--- config.mk ---
export PLATFORM = sky130hd
export DESIGN_NAME = ram_arbiter_flat
export DESIGN_NICKNAME = d
export VERILOG_FILES = /design/src/rtl/ram_arbiter_pkg.sv /design/src/rtl/ram_arbiter_if.sv /design/src/rtl/ram_arbiter_rr.sv /design/src/rtl/ram_arbiter.sv /design/src/flat_wrapper.sv
export SDC_FILE = /design/constraint.sdc
export NUM_CORES = 1
export LEC_CHECK = 0
export BUFFER_PORTS_ARGS = -buffer_cell sky130_fd_sc_hd__buf_2
export CAP_MARGIN = 5
export CORE_ASPECT_RATIO = 0.75
export CORE_MARGIN = 10
export CORE_UTILIZATION = 42
export CTS_CLUSTER_SIZE = 10
export DETAILED_ROUTE_END_ITERATION = 6
export PLACE_DENSITY = 0.81
export RECOVER_POWER = 50
export SLEW_MARGIN = 5
export SYNTH_ARGS = -nofsm -noshare
export SYNTH_HDL_FRONTEND = slang
export SYNTH_SLANG_ARGS = --single-unit
--- constraint.sdc ---
create_clock -name clk -period 1.45 [get_ports clk]
set_clock_uncertainty 0.05 [all_clocks]
set_input_delay 0.145 -clock clk [delete_from_list [all_inputs] [get_ports clk]]
set_output_delay 0.145 -clock clk [all_outputs]
set_load 0.01 [all_outputs]
--- src/rtl/ram_arbiter_pkg.sv ---
// Shared types and constants for the jcscpu RAM arbiter: FSM states, requester
// IDs, bus widths and the latched-transaction record.
package ram_arb_pkg;

    localparam int ADDR_W = 8;
    localparam int DATA_W = 8;

    localparam logic REQ_CPU = 1'b0;
    localparam logic REQ_LDR = 1'b1;

    typedef enum logic [1:0] {
        S_IDLE,
        S_ADDR,
        S_XFER,
        S_DONE
    } state_e;

    // Everything the sequencer needs once a grant is taken, frozen for the whole access
    typedef struct packed {
        logic              id;
        logic              wr;
        logic [ADDR_W-1:0] addr;
        logic [DATA_W-1:0] wdata;
    } xact_t;

    function automatic xact_t select_xact(
        input logic              id,
        input logic              wr0,
        input logic              wr1,
        input logic [ADDR_W-1:0] addr0,
        input logic [ADDR_W-1:0] addr1,
        input logic [DATA_W-1:0] wdata0,
        input logic [DATA_W-1:0] wdata1
    );
        xact_t x;
        x.id    = id;
        x.wr    = (id == REQ_LDR) ? wr1    : wr0;
        x.addr  = (id == REQ_LDR) ? addr1  : addr0;
        x.wdata = (id == REQ_LDR) ? wdata1 : wdata0;
        return x;
    endfunction

endpackage

--- src/rtl/ram_arbiter_if.sv ---
// Requester-side handshake plus RAM-side bus of the arbiter; the slave modport is
// the arbiter's view, the master modport is the surrounding system's view.
interface ram_arbiter_if;
    import ram_arb_pkg::*;

    logic              req0;
    logic              req1;
    logic              wr0;
    logic              wr1;
    logic [ADDR_W-1:0] addr0;
    logic [ADDR_W-1:0] addr1;
    logic [DATA_W-1:0] wdata0;
    logic [DATA_W-1:0] wdata1;
    logic              ack0;
    logic              ack1;
    logic [DATA_W-1:0] rdata0;
    logic [DATA_W-1:0] rdata1;
    logic              busy;

    logic [ADDR_W-1:0] bas;
    logic              wsa;
    logic [DATA_W-1:0] bis;
    logic              ws;
    logic              we;
    logic [DATA_W-1:0] bos;

    modport slave (
        input  req0, req1, wr0, wr1, addr0, addr1, wdata0, wdata1, bos,
        output ack0, ack1, rdata0, rdata1, busy, bas, wsa, bis, ws, we
    );

    modport master (
        output req0, req1, wr0, wr1, addr0, addr1, wdata0, wdata1, bos,
        input  ack0, ack1, rdata0, rdata1, busy, bas, wsa, bis, ws, we
    );

endinterface

--- src/rtl/ram_arbiter_rr.sv ---
// Two-way grant logic: combinational winner selection plus a favoured-requester
// pointer that flips away from whoever was just served.
module rr_arbiter2
    import ram_arb_pkg::*;
#(
    parameter bit RR_ENABLE = 1'b1
) (
    input  logic clk,
    input  logic reset,
    input  logic req0_i,
    input  logic req1_i,
    input  logic grant_commit_i,
    input  logic served_i,
    output logic gnt_o,
    output logic valid_o
);

    // ptr_q names the requester that wins the next tie
    logic ptr_q;

    always_comb begin
        valid_o = req0_i | req1_i;
        gnt_o   = REQ_CPU;
        if (req0_i && req1_i) begin
            gnt_o = RR_ENABLE ? ptr_q : REQ_CPU;
        end else if (req1_i) begin
            gnt_o = REQ_LDR;
        end
    end

    always_ff @(posedge clk) begin
        if (reset) begin
            ptr_q <= REQ_CPU;
        end else if (grant_commit_i) begin
            ptr_q <= ~served_i;
        end
    end

endmodule

--- src/rtl/ram_arbiter.sv ---
// Shares the single jcscpu RAM port between the CPU and the loader, sequencing
// each granted access as MAR load, data strobe, then a one-cycle acknowledge.
module ram_arbiter
    import ram_arb_pkg::*;
#(
    parameter bit RR_ENABLE = 1'b1
) (
    input  logic         clk,
    input  logic         reset,
    ram_arbiter_if.slave arb_if
);

    state_e            state_q;
    state_e            state_d;
    xact_t             xact_q;
    xact_t             newXact;
    logic              grantId;
    logic              grantValid;
    logic              grantCommit;

    logic              wsa_q;
    logic              ws_q;
    logic              we_q;
    logic              ack0_q;
    logic              ack1_q;
    logic [ADDR_W-1:0] bas_q;
    logic [DATA_W-1:0] bis_q;
    logic [DATA_W-1:0] rdata0_q;
    logic [DATA_W-1:0] rdata1_q;

    assign grantCommit = (state_q == S_DONE);

    rr_arbiter2 #(
        .RR_ENABLE(RR_ENABLE)
    ) u_arb (
        .clk           (clk),
        .reset         (reset),
        .req0_i        (arb_if.req0),
        .req1_i        (arb_if.req1),
        .grant_commit_i(grantCommit),
        .served_i      (xact_q.id),
        .gnt_o         (grantId),
        .valid_o       (grantValid)
    );

    assign newXact = select_xact(grantId, arb_if.wr0, arb_if.wr1,
                                 arb_if.addr0, arb_if.addr1,
                                 arb_if.wdata0, arb_if.wdata1);

    always_comb begin
        state_d = state_q;
        unique case (state_q)
            S_IDLE:  state_d = grantValid ? S_ADDR : S_IDLE;
            S_ADDR:  state_d = S_XFER;
            S_XFER:  state_d = S_DONE;
            S_DONE:  state_d = S_IDLE;
            default: state_d = S_IDLE;
        endcase
    end

    // Strobes are registered one state ahead so each lands exactly in its own state;
    // anything not set below defaults back to zero every cycle.
    always_ff @(posedge clk) begin
        if (reset) begin
            state_q  <= S_IDLE;
            xact_q   <= '0;
            wsa_q    <= 1'b0;
            ws_q     <= 1'b0;
            we_q     <= 1'b0;
            ack0_q   <= 1'b0;
            ack1_q   <= 1'b0;
            bas_q    <= '0;
            bis_q    <= '0;
            rdata0_q <= '0;
            rdata1_q <= '0;
        end else begin
            state_q <= state_d;
            wsa_q   <= 1'b0;
            ws_q    <= 1'b0;
            we_q    <= 1'b0;
            ack0_q  <= 1'b0;
            ack1_q  <= 1'b0;
            bas_q   <= '0;
            bis_q   <= '0;
            unique case (state_q)
                S_IDLE: begin
                    if (grantValid) begin
                        xact_q <= newXact;
                        wsa_q  <= 1'b1;
                        bas_q  <= newXact.addr;
                    end
                end
                S_ADDR: begin
                    if (xact_q.wr) begin
                        ws_q  <= 1'b1;
                        bis_q <= xact_q.wdata;
                    end else begin
                        we_q <= 1'b1;
                    end
                end
                S_XFER: begin
                    if (!xact_q.wr) begin
                        if (xact_q.id == REQ_LDR) begin
                            rdata1_q <= arb_if.bos;
                        end else begin
                            rdata0_q <= arb_if.bos;
                        end
                    end
                    if (xact_q.id == REQ_LDR) begin
                        ack1_q <= 1'b1;
                    end else begin
                        ack0_q <= 1'b1;
                    end
                end
                S_DONE: begin
                end
                default: begin
                end
            endcase
        end
    end

    assign arb_if.wsa    = wsa_q;
    assign arb_if.ws     = ws_q;
    assign arb_if.we     = we_q;
    assign arb_if.bas    = bas_q;
    assign arb_if.bis    = bis_q;
    assign arb_if.ack0   = ack0_q;
    assign arb_if.ack1   = ack1_q;
    assign arb_if.rdata0 = rdata0_q;
    assign arb_if.rdata1 = rdata1_q;
    assign arb_if.busy   = (state_q != S_IDLE);

endmodule

--- src/flat_wrapper.sv ---
// flat-port wrapper written by rule: the top's interface ports become plain ports
module ram_arbiter_flat import ram_arb_pkg::*;
#(
    parameter bit RR_ENABLE = 1'b1
)
  (clk, reset, arb_if_req0, arb_if_req1, arb_if_wr0, arb_if_wr1, arb_if_addr0, arb_if_addr1, arb_if_wdata0, arb_if_wdata1, arb_if_bos, arb_if_ack0, arb_if_ack1, arb_if_rdata0, arb_if_rdata1, arb_if_busy, arb_if_bas, arb_if_wsa, arb_if_bis, arb_if_ws, arb_if_we);
  ram_arbiter_if arb_if_i ();
  input  logic clk;
  input  logic reset;
  input wire logic [$bits(arb_if_i.req0)-1:0] arb_if_req0;
  input wire logic [$bits(arb_if_i.req1)-1:0] arb_if_req1;
  input wire logic [$bits(arb_if_i.wr0)-1:0] arb_if_wr0;
  input wire logic [$bits(arb_if_i.wr1)-1:0] arb_if_wr1;
  input wire logic [$bits(arb_if_i.addr0)-1:0] arb_if_addr0;
  input wire logic [$bits(arb_if_i.addr1)-1:0] arb_if_addr1;
  input wire logic [$bits(arb_if_i.wdata0)-1:0] arb_if_wdata0;
  input wire logic [$bits(arb_if_i.wdata1)-1:0] arb_if_wdata1;
  input wire logic [$bits(arb_if_i.bos)-1:0] arb_if_bos;
  output wire logic [$bits(arb_if_i.ack0)-1:0] arb_if_ack0;
  output wire logic [$bits(arb_if_i.ack1)-1:0] arb_if_ack1;
  output wire logic [$bits(arb_if_i.rdata0)-1:0] arb_if_rdata0;
  output wire logic [$bits(arb_if_i.rdata1)-1:0] arb_if_rdata1;
  output wire logic [$bits(arb_if_i.busy)-1:0] arb_if_busy;
  output wire logic [$bits(arb_if_i.bas)-1:0] arb_if_bas;
  output wire logic [$bits(arb_if_i.wsa)-1:0] arb_if_wsa;
  output wire logic [$bits(arb_if_i.bis)-1:0] arb_if_bis;
  output wire logic [$bits(arb_if_i.ws)-1:0] arb_if_ws;
  output wire logic [$bits(arb_if_i.we)-1:0] arb_if_we;
  assign arb_if_i.req0 = arb_if_req0;
  assign arb_if_i.req1 = arb_if_req1;
  assign arb_if_i.wr0 = arb_if_wr0;
  assign arb_if_i.wr1 = arb_if_wr1;
  assign arb_if_i.addr0 = arb_if_addr0;
  assign arb_if_i.addr1 = arb_if_addr1;
  assign arb_if_i.wdata0 = arb_if_wdata0;
  assign arb_if_i.wdata1 = arb_if_wdata1;
  assign arb_if_i.bos = arb_if_bos;
  assign arb_if_ack0 = arb_if_i.ack0;
  assign arb_if_ack1 = arb_if_i.ack1;
  assign arb_if_rdata0 = arb_if_i.rdata0;
  assign arb_if_rdata1 = arb_if_i.rdata1;
  assign arb_if_busy = arb_if_i.busy;
  assign arb_if_bas = arb_if_i.bas;
  assign arb_if_wsa = arb_if_i.wsa;
  assign arb_if_bis = arb_if_i.bis;
  assign arb_if_ws = arb_if_i.ws;
  assign arb_if_we = arb_if_i.we;
  ram_arbiter #(.RR_ENABLE(RR_ENABLE)) u_core (.clk(clk), .reset(reset), .arb_if(arb_if_i));
endmodule
Yosys cells after proc, flatten, opt, wreduce, memory -nomap -nowiden
Cells that the tools add are included.
{"block": "totals", "register_bits": 50, "out_inout_bits": 38, "elab_cells": 47}
{"block": "op_classes", "n_eq_ne": 3, "muxes": 12, "n_bitwise": 7, "reduce_logical": 11}
{"op": "$mux 8", "n": 2}
{"op": "$mux 1", "n": 9}
{"op": "$pmux 2 s4", "n": 1}
{"op": "$not 1->1", "n": 6}
{"op": "$reduce_and 3->1", "n": 2}
{"op": "$reduce_or 2->1", "n": 3}
{"op": "$reduce_or 3->1", "n": 2}
{"op": "$eq 2x2->1 const B", "n": 2}
{"op": "$eq 2x1->1 const B", "n": 1}
{"op": "$logic_not 2->1", "n": 1}
{"op": "$reduce_and 2->1", "n": 1}
{"op": "$reduce_bool 2->1", "n": 1}
{"op": "$logic_and 1x1->1", "n": 1}
{"op": "$or 1x1->1", "n": 1}

Longest topological paths before layout
{"block": "depth", "depth_word": 3, "depth_mapped": 7, "ltp_nobuf": 5}

Modules after synthesis
From an unflattened synthesis, not the netlist that was laid out.
{"block": "unflattened", "hier_cells": 183, "area_unflattened_um2": 1970.6}
{"module": "ram_arbiter", "instances": 1, "cells_each": 177, "area_per_inst_um2": 1916.8, "seq_area_each_um2": 980.9}
{"module": "rr_arbiter2", "instances": 1, "cells_each": 6, "area_per_inst_um2": 53.8, "seq_area_each_um2": 20.0}

Worst setup path before layout
OpenSTA, ideal clock, no wires.
{"block": "synth_path", "kind": "register to register", "from": "register u_core.state_q[0]", "to": "register u_core.xact_q[0] (netlist name)", "setup_ns": 0.088, "arrival_ns": 1.226, "slack_ns": 0.086, "path_stages_with_launch": 7, "period_less_slack_ns": 1.364, "path_cell_list": "dfxtp_1 inv_1 ha_1 o21a_1 buf_6 buf_6 a311oi_2"}
{"block": "synth_via", "elab_chain_cells": 2}
{"item": "start: declaration", "line_no": "ram_arbiter.sv:13", "rtl": "state_e state_q;"}
{"item": "start signal: assignment", "line_no": "ram_arbiter.sv:77", "rtl": "state_q <= state_d;"}
{"item": "$logic_not 2->1", "line_no": "ram_arbiter.sv:85", "rtl": "unique case (state_q)"}
{"item": "$reduce_and 2->1 (no source line)"}
{"item": "end signal: assignment", "line_no": "ram_arbiter.sv:88", "rtl": "xact_q <= newXact;"}
{"item": "end: declaration", "line_no": "ram_arbiter.sv:15", "rtl": "xact_t xact_q;"}
No other way between the ends.
A chain may end at the register's enable or synchronous reset.

Final worst setup path
{"block": "layout_path", "from": "register u_core.state_q[0]", "to": "register u_core.bis_q[3], in the netlist u_core.arb_if.bis[3]"}
{"block": "layout_via", "elab_chain_cells": 3}
{"item": "$eq 2x1->1", "line_no": "ram_arbiter.sv:85"}
{"item": "$not 1->1 (no source line)"}
{"item": "$reduce_or 3->1 (no source line)"}
{"item": "end signal: assignment", "line_no": "ram_arbiter.sv:96", "rtl": "bis_q <= xact_q.wdata;"}
{"item": "end: declaration", "line_no": "ram_arbiter.sv:27", "rtl": "logic [DATA_W-1:0] bis_q;"}
No other way between the ends.

==> results_dict.tcl <==
set metrics [dict create \
    run_status "finished clean" \
    setup_slack_ns 0.0370 \
    postRouteAntennaNets 0 \
    hold_viol 0 \
    yosysWarnings 0 \
    post_dp_cell_area_sq_mm 0.00244 \
    max_stage_delay_ns 0.34 \
    drc 0 \
    synthTopCellsByArea "dfxtp_1 (51%), mux2i_1 (8.2%), a311oi_2 (6.9%)" \
    drive_gt1_frac 0.299 \
    path_clk_slew_ns 0.09 \
    slew_headroom 0.680 \
    synth_seq_area_share 0.510 \
    drt-pass1-iter-count 4 \
    nNetsFinal 331 \
    maxCapViolations 0 \
    syn_to_final_growth_pct 28.8 \
    path_common_cell "buf_4" \
    wl_microns 5450 \
    fmax_ghz 0.708 \
    die-area_sq_mm 0.00784 \
    grt.total_usage 0.132 \
    synth_area_per_cell_sq_um 10.1 \
    yosysUniqueCellTypes 25 \
    required_ns 1.61 \
    synth_most_common_cell "dfxtp_1" \
    grt_pass1_wl_microns 8490 \
    synth-async-reset-ratio 0 \
    syn_inst 194 \
    period_share 0.975 \
    wl_per_cell_microns 16.1 \
    grt_max_degree 18 \
    p_per_area_mw_per_mm2 1230 \
    criticalPathCategory "reg -> reg" \
    hp-class "in -> reg" \
    synth_compound_area_frac 0.150 \
    crit_slowest_cell "dfxtp_2" \
    synth_top_family_by_area "simple AND/OR/NAND/NOR gates" \
    die_h_microns 79.2 \
    vdd_drop_max_mv 0.498 \
    crit_path_end_kind "flip-flop" \
    design_area_sq_mm 0.00253 \
    seqCellArea_sq_mm 0.00100 \
    yosys-top-cells-count "dfxtp_1 (50), nor2_1 (28), mux2i_1 (16), nand3_1 (16), o21ai_0 (16)" \
    finalMaxSlewViolations 0 \
    synth.largest_area_cell "dfxtp_1" \
    synthSimpleGateAreaFrac 0.163 \
    path_max_fanout 9 \
    overflow 0 \
    comb_power_share 0.232 \
    h-tree-depth 2 \
    cp_top_family "simple AND/OR/NAND/NOR gates" \
    worstSetupStartpointType "flip-flop" \
    dr_total_vias 1672 \
    syn_nets 245 \
    fin_crit_ns 1.41 \
    crit_buf_inv 2 \
    viasPerCell 4.95 \
    synth-edff-count 0 \
    finalWeightedCongestion 0.756 \
    pwr-share-seq 0.500 \
    ys_ff_latch 50 \
    power.switching_mw 0.899 \
    switching_share 0.288 \
    crit_arrival_ns 1.57 \
    fillCellCount 416 \
    tightestPinTransition_ns 0.479 \
    dpl.hpwl_microns 4050 \
    start_util 0.437 \
    final_cells 338 \
    fin_hold_ws_ns 0.0361 \
    diodes 0 \
    synthFlopType "dfxtp_1" \
    place_ws_ns 0.0154 \
    multi_input_area_sq_um 846 \
    coreArea_sq_mm 0.00449 \
    cts_buffers 5 \
    synthAdderAreaFrac 0.0319 \
    synth.top_cell.area_share 0.510 \
    cts-root-buf "clkbuf_8" \
    ios 84 \
    synth_area_sq_mm 0.00196 \
    leakage_nw 1.10 \
    cts_buffer_depth 2 \
    io_buffers 83 \
    drt_iter0_markers 64 \
    p_int_mw 2.22 \
    synthMuxAreaShare 0.0816 \
    synthXorXnorAreaFrac 0 \
    antenna_found_initial 0 \
    clkSinkCount 50 \
    finalSetupViolCount 0 \
    grt_pass1_vias 1666 \
    placed_cells 327 \
    cts_tree "done" \
    ctsHoldBuffers 0 \
    rows 21 \
    clkPwrFrac 0.268 \
    crit_chain "buf_4 > buf_4 > ha_1 > and3b_1 > and2_1" \
    dieWidth_microns 98.9 \
    insertion_delay_ns 0.30 \
]
-- power groups by stage --
stage	Clock (mW)	Combinational, mW	Sequential [mW]
floorplan	0	0.419	1.60
global placement	0	0.657	1.58
detailed placement	0	0.675	1.58
CTS	0.841	0.703	1.55
global route	0.911	0.791	1.57
finish	0.837	0.722	1.56
-- worst reg2reg max path: stages (launching register included) --
cell and delay, ns:
dfxtp_2 0.34, buf_4 0.13, buf_4 0.13, ha_1 0.21, and3b_1 0.26, and2_1 0.19
-- cells by family (layout without fill, tap and decap cells) --
kind of cell / count (synthesis) / in the layout
AOI/OAI and AO/OA: 39 / 39
adders and majority gates: 5 / 5
buffers and inverters: 21 / 108
DFF: 50 / 50
muxes: 16 / 16
and+or+nand+nor: 63 / 63
-- registers in the layout (all words and copies together), names as in the netlist --
name / flops
u_core.arb_if.rdata1: 8
u_core.u_arb.ptr_q: 1
u_core.xact_q: 10
u_core.arb_if.bis: 8
u_core.arb_if.rdata0: 8
u_core.arb_if.ack0: 1
u_core.state_q: 2
u_core.arb_if.we: 1
u_core.arb_if.wsa: 1
u_core.arb_if.ack1: 1
u_core.arb_if.bas: 8
u_core.arb_if.ws: 1
-- per-stage QoR --
step                       util  setup TNS, ns  power, mW
after floorplan               -              0       2.02
after CTS                 0.566              0       3.10
after global routing      0.563        -0.0961       3.28
final                     0.563              0       3.12
after detailed placement  0.542              0       2.26
after global placement    0.542              0       2.24
-- area by class of cell --
type	instances	area share
tap	57	0.0282
inverter	5	0.00742
timing repair buffer	95	0.197
multi-input combinational	123	0.334
sequential	50	0.397
clock buffer	7	0.0341
clock inverter	1	0.00198
-- placed cells by master (no fill, tap or decap), types with 3 or more instances in the layout --
cell type | Yosys | layout
dfxtp_1 | 50 | 48
buf_2 | 4 | 45
clkbuf_1 | 4 | 38
nor2_1 | 28 | 28
mux2i_1 | 16 | 16
nand3_1 | 16 | 16
o21ai_0 | 16 | 16
a311oi_2 | 9 | 9
a21oi_1 | 9 | 9
and2_1 | 8 | 8
buf_4 | 5 | 8
clkbuf_8 | 0 | 6
ha_1 | 5 | 4
inv_2 | 0 | 3
buf_6 | 3 | 3
-- worst paths after layout --
kind | start | end | slack [ns] | depth (start not counted)
max | u_core.state_q[0] | u_core.arb_if.bis[3] | 0.04 | 5
min reg2reg | u_core.xact_q[6] | u_core.arb_if.bis[6] | 0.41 | 1
max reg2reg | u_core.state_q[0] | u_core.arb_if.bis[3] | 0.04 | 5
min | arb_if_bos[4] | u_core.arb_if.rdata1[4] | 0.04 | 3
-- layer usage --
metal	up-vias	share of wire	wire length, microns	GRT usage
li1	836	-	-	-
met5	-	0	0	0
met2	55	0.48	2610	0.206
met4	0	0.010	56	0.0429
met3	7	0.058	319	0.0510
met1	774	0.45	2470	0.164
-- timing repair --
action                                  4_1_cts  5_1_grt
buffers inserted                              1        2
gates resized for setup                       4        7
endpoints found under the setup margin        1       28
No activity file was read; power rests on OpenSTA's default activity.
